<file path="src/rtl/seq_mul_shift_add.sv">
// Sequential shift-add multiplier with a start/done handshake.
// Signed operands are multiplied as magnitudes; the sign is applied in FIN.
module seq_mul_shift_add #(
  parameter int WIDTH     = 16,
  parameter bit SIGNED_EN = 1'b1
) (
  input  logic                 clk,
  input  logic                 rst,
  input  logic                 start,
  input  logic                 signed_mode,
  input  logic [WIDTH-1:0]     a,
  input  logic [WIDTH-1:0]     b,
  output logic                 busy,
  output logic                 done,
  output logic [2*WIDTH-1:0]   product
);

  localparam int SW = $clog2(WIDTH + 1);
  localparam logic [SW-1:0] STEP_MAX = SW'(WIDTH);

  typedef enum logic [1:0] {IDLE, CALC, FIN} state_t;

  state_t               state_q, state_d;
  logic [WIDTH-1:0]     mcand_q, mcand_d;
  logic [WIDTH-1:0]     mplier_q, mplier_d;
  logic [2*WIDTH-1:0]   acc_q, acc_d;
  logic [SW-1:0]        step_q, step_d;
  logic                 neg_q, neg_d;
  logic [2*WIDTH-1:0]   product_q, product_d;
  logic                 done_q, done_d;

  logic                 effSigned;
  logic [2*WIDTH-1:0]   addend;
  logic [WIDTH-1:0]     mplierShift;
  logic [SW-1:0]        stepNext;

  always_ff @(posedge clk) begin
    if (rst) begin
      state_q   <= IDLE;
      mcand_q   <= '0;
      mplier_q  <= '0;
      acc_q     <= '0;
      step_q    <= '0;
      neg_q     <= 1'b0;
      product_q <= '0;
      done_q    <= 1'b0;
    end else begin
      state_q   <= state_d;
      mcand_q   <= mcand_d;
      mplier_q  <= mplier_d;
      acc_q     <= acc_d;
      step_q    <= step_d;
      neg_q     <= neg_d;
      product_q <= product_d;
      done_q    <= done_d;
    end
  end

  always_comb begin
    state_d     = state_q;
    mcand_d     = mcand_q;
    mplier_d    = mplier_q;
    acc_d       = acc_q;
    step_d      = step_q;
    neg_d       = neg_q;
    product_d   = product_q;
    done_d      = 1'b0;
    effSigned   = signed_mode & SIGNED_EN;
    addend      = {{WIDTH{1'b0}}, mcand_q} << step_q;
    mplierShift = mplier_q >> 1;
    stepNext    = step_q + SW'(1);

    case (state_q)
      IDLE: begin
        if (start) begin
          neg_d    = effSigned & (a[WIDTH-1] ^ b[WIDTH-1]);
          mcand_d  = (effSigned & a[WIDTH-1]) ? -a : a;
          mplier_d = (effSigned & b[WIDTH-1]) ? -b : b;
          acc_d    = '0;
          step_d   = '0;
          state_d  = CALC;
        end
      end
      // Stop as soon as no multiplier bits remain, so small |b| finishes early.
      CALC: begin
        acc_d    = mplier_q[0] ? (acc_q + addend) : acc_q;
        mplier_d = mplierShift;
        step_d   = stepNext;
        if ((mplierShift == '0) || (stepNext == STEP_MAX)) begin
          state_d = FIN;
        end
      end
      FIN: begin
        product_d = neg_q ? -acc_q : acc_q;
        done_d    = 1'b1;
        state_d   = IDLE;
      end
      default: state_d = IDLE;
    endcase
  end

  assign busy    = (state_q == CALC) || (state_q == FIN);
  assign done    = done_q;
  assign product = product_q;

endmodule

</file>
<file path="config.mk">
export PLATFORM = sky130hd
export DESIGN_NAME = seq_mul_shift_add
export DESIGN_NICKNAME = d
export VERILOG_FILES = /design/src/rtl/seq_mul_shift_add.sv
export SDC_FILE = /design/constraint.sdc
export NUM_CORES = 1
export LEC_CHECK = 0
export BUFFER_PORTS_ARGS = -buffer_cell sky130_fd_sc_hd__buf_4
export CAP_MARGIN = 10
export CORE_MARGIN = 1.5
export CORE_UTILIZATION = 52
export CTS_CLUSTER_SIZE = 20
export DETAILED_ROUTE_END_ITERATION = 10
export GPL_ROUTABILITY_DRIVEN = 0
export PLACE_DENSITY = 0.71
export RECOVER_POWER = 100
export SYNTH_ARGS = -nofsm -noshare
export SYNTH_HDL_FRONTEND = slang
export SYNTH_SLANG_ARGS = --single-unit
export TNS_END_PERCENT = 20
</file>
<file path="constraint.sdc">
create_clock -name clk -period 5.5 [get_ports clk]
set_clock_uncertainty 0.1 [all_clocks]
set_input_delay 0.825 -clock clk [delete_from_list [all_inputs] [get_ports clk]]
set_output_delay 0.825 -clock clk [all_outputs]
set_load 0.005 [all_outputs]
</file>
==> impl_metrics.env <==
export IMPL_period_needed_ns=4.767
export IMPL_synth_seq_area_share=0.2790
export IMPL_place_hpwl_mm=13.31
export IMPL_synth_fa_ha_area_frac=0.06577
export IMPL_synth_async_reset_ratio=0
export IMPL_die_w_um=123.4
export IMPL_initial_core_util=0.5386
export IMPL_nets=1114
export IMPL_drive_above_1_share=0.1034
export IMPL_postRouteAntennaNets=0
export IMPL_worstSetupPathType="reg2reg"
export IMPL_synthSimpleGateAreaFrac=0.2216
export IMPL_slew_headroom=-0.6932
export IMPL_path_clk_slew_ns=0.07
export IMPL_overflow=0
export IMPL_grt_max_degree=93
export IMPL_drcViolationCount=0
export IMPL_status="complete, but fails checks"
export IMPL_preCtsSetupSlack_ns=0.6573
export IMPL_post_cts_buffers=0
export IMPL_die_y_um=123.4
export IMPL_num_vias=6926
export IMPL_wirelength_mm=17.62
export IMPL_row_count=43
export IMPL_synth_edf_count=0
export IMPL_crit_chain="nand2b_1, nor2_1, a21oi_1, a21o_1, o22ai_1, ha_1, a2111oi_0, o21ai_0, a221oi_1, nor3_1, o311ai_0, o21ai_0, o41ai_1, xnor2_1, a21oi_1, o22ai_1"
export IMPL_crit_path_max_incr_delay_ns=1.09
export IMPL_synth_compound_area_share=0.2345
export IMPL_dp_cells=1208
export IMPL_crit_fanout=35
export IMPL_dr_pass1_iters=5
export IMPL_area_delta_synth_final_pct=11.99
export IMPL_clock_path_buffers=2
export IMPL_yosys_top_cells_area="dfxtp_1, nor2_1, ha_1, nand2_1, a21oi_1"
export IMPL_syn_inst=1003
export IMPL_grt_pass1_wl_mm=29.79
export IMPL_ctsHoldBuffers=0
export IMPL_coreArea_sq_um=13990
export IMPL_diodes=0
export IMPL_synth_most_common_cell="nor2_1"
export IMPL_end_kind="register"
export IMPL_cts_root_buf="clkbuf_16"
export IMPL_min_path_type="reg2reg"
export IMPL_required_ns=5.63
export IMPL_violations="capacitance limit, slew limit"
export IMPL_io_buffers=69
export IMPL_crit_family="compound AO/OA/AOI/OAI gates"
export IMPL_cp_num_buf_inv=0
export IMPL_dieArea_sq_um=15220
export IMPL_irDropWorstVdd_v=0.0001897
export IMPL_grt_antenna_before_repair=0
export IMPL_finalSetupTns_ns=0
export IMPL_synth_nets=1078
export IMPL_finalHoldViolCount=0
export IMPL_cts_tree="yes"
export IMPL_via_per_inst=5.658
export IMPL_critical_path_arrival_ns=4.90
export IMPL_hold_ws_ns=0.3726
export IMPL_cts_buffers=9
export IMPL_drt_iter0_drc=414
export IMPL_crit_path_top_delay_cell="dfxtp_1"
export IMPL_drv_slew=58
export IMPL_ys_flop_type="dfxtp_1"
export IMPL_synth_distinct_cells=58
export IMPL_post_route_util=0.6031
export IMPL_syn_area_per_cell_sq_um=7.511
export IMPL_numClockSinks=105
export IMPL_clk_latency_ns=0.35
export IMPL_leakagePower_uw=0.003393
export IMPL_p_per_area_nw_per_um2=273.6
export IMPL_synth_mux_area_frac=0.06876
export IMPL_synthesis_area_sq_um=7533
export IMPL_drv_cap=1
export IMPL_cts_repair_resized=0
export IMPL_yosys_area_top_type="dfxtp_1"
export IMPL_synth_top_family_by_area="compound AO/OA/AOI/OAI gates"
export IMPL_avgRoutedWirePerCell_um=14.40
export IMPL_grt_total_usage=0.2440
export IMPL_start_kind="register"
export IMPL_setup_violations=0
export IMPL_worst_slew_pin_slew_ns=2.540
export IMPL_io_pins=70
export IMPL_fin_cells=1224
export IMPL_fin_crit_sh=0.8667
export IMPL_yosys_top_cells_count="nor2_1, nand2_1, dfxtp_1"
export IMPL_grt_pass1_vias=6081
export IMPL_synthXorXnorAreaFrac=0.08952
export IMPL_ys_warn_count=0
export IMPL_rsz0062_at_grt="no"
export IMPL_fin_ws_ns=0.7334
export IMPL_fmax_ghz=0.2098
export IMPL_synth_seq_cells=105
export IMPL_cts_htree_levels=3
export IMPL_yosysTopAreaCellShare=0.2790
## tightest hold or removal path: cells and delay by family (launching register included)
family          cells  cell delay [ns]
flops               1             0.32
compound gates      1             0.05
simple gates        1             0.06
## per-stage QoR
stage / instance area, sq um / power (uW)
finish: 8437 / 2308
global route: 8437 / 2466
CTS: 8479 / 2336
detailed placement: 8159 / 1641
global placement: 8159 / 1633
floorplan: 7533 / 1422
## cell type report
| cell class | instances | area [sq um] |
|---|---|---|
| clock buffers | 12 | 246.5 |
| clock inverters | 4 | 73.82 |
| fillers | 1369 | 5552 |
| inverters | 26 | 97.59 |
| multi-input cells | 816 | 5124 |
| flip-flops and latches | 105 | 2103 |
| well taps | 180 | 225.2 |
| repair buffers | 81 | 566.8 |
## worst paths after layout
path | startpoint | end | slack [ns] | depth (start not counted)
setup / recovery | step_q[2]$_SDFFE_PP0P_ | acc_q[31]$_SDFFE_PP0P_ | 0.73 | 16
hold / removal | mplier_q[10]$_SDFFE_PP0P_ | mplier_q[10]$_SDFFE_PP0P_ | 0.37 | 2
setup reg to reg | step_q[2]$_SDFFE_PP0P_ | acc_q[31]$_SDFFE_PP0P_ | 0.73 | 16
hold reg to reg | mplier_q[10]$_SDFFE_PP0P_ | mplier_q[10]$_SDFFE_PP0P_ | 0.37 | 2
## cell usage in the layout, fill, tap and decap left out, drive strengths merged, types with 5 or more instances in the layout
cell type | Yosys | routed
nor2 | 128 | 128
nand2 | 119 | 119
dfxtp | 105 | 105
a21oi | 83 | 83
o21ai | 72 | 72
clkbuf | 49 | 54
xor2 | 41 | 41
a211oi | 39 | 39
buf | 7 | 39
ha | 38 | 38
mux2i | 36 | 36
xnor2 | 36 | 36
inv | 25 | 26
nor3 | 24 | 24
nand3 | 21 | 21
a21o | 14 | 14
a22oi | 14 | 14
or3 | 14 | 14
nand2b | 12 | 12
o22ai | 12 | 12
mux2 | 10 | 10
nor2b | 9 | 9
o31ai | 9 | 9
nand4 | 8 | 8
or4 | 7 | 7
o41ai | 6 | 6
nor3b | 5 | 5
nor4 | 5 | 5
a311oi | 5 | 5
and2 | 5 | 5
## registers in the layout, indices dropped and copies added (netlist names)
name      count
step_q        5
mcand_q      16
mplier_q     16
neg_q         1
state_q       2
done          1
product      32
acc_q        32
## routing by layer
| metal | share of wire | track usage | vias up |
|---|---|---|---|
| met3 | 0.054 | 0.03552 | 23 |
| met2 | 0.43 | 0.3722 | 191 |
| met4 | 0.019 | 0.08333 | 0 |
| met5 | 0 | 0 | - |
| met1 | 0.50 | 0.3509 | 3057 |
| li1 | - | - | 3655 |
## logic make-up after synthesis
family,count (synthesis)
buf+inv,82
mux,48
simple gates,368
fa+ha+maj,39
compound gates,284
xor+xnor,77
flops,105
## power breakdown
part           switching (uW)  total [uW]  internal, uW
combinational             419         706           287
sequential               62.7         906           843
clock                     284         697           413
Power figures use the tool's default switching activity.
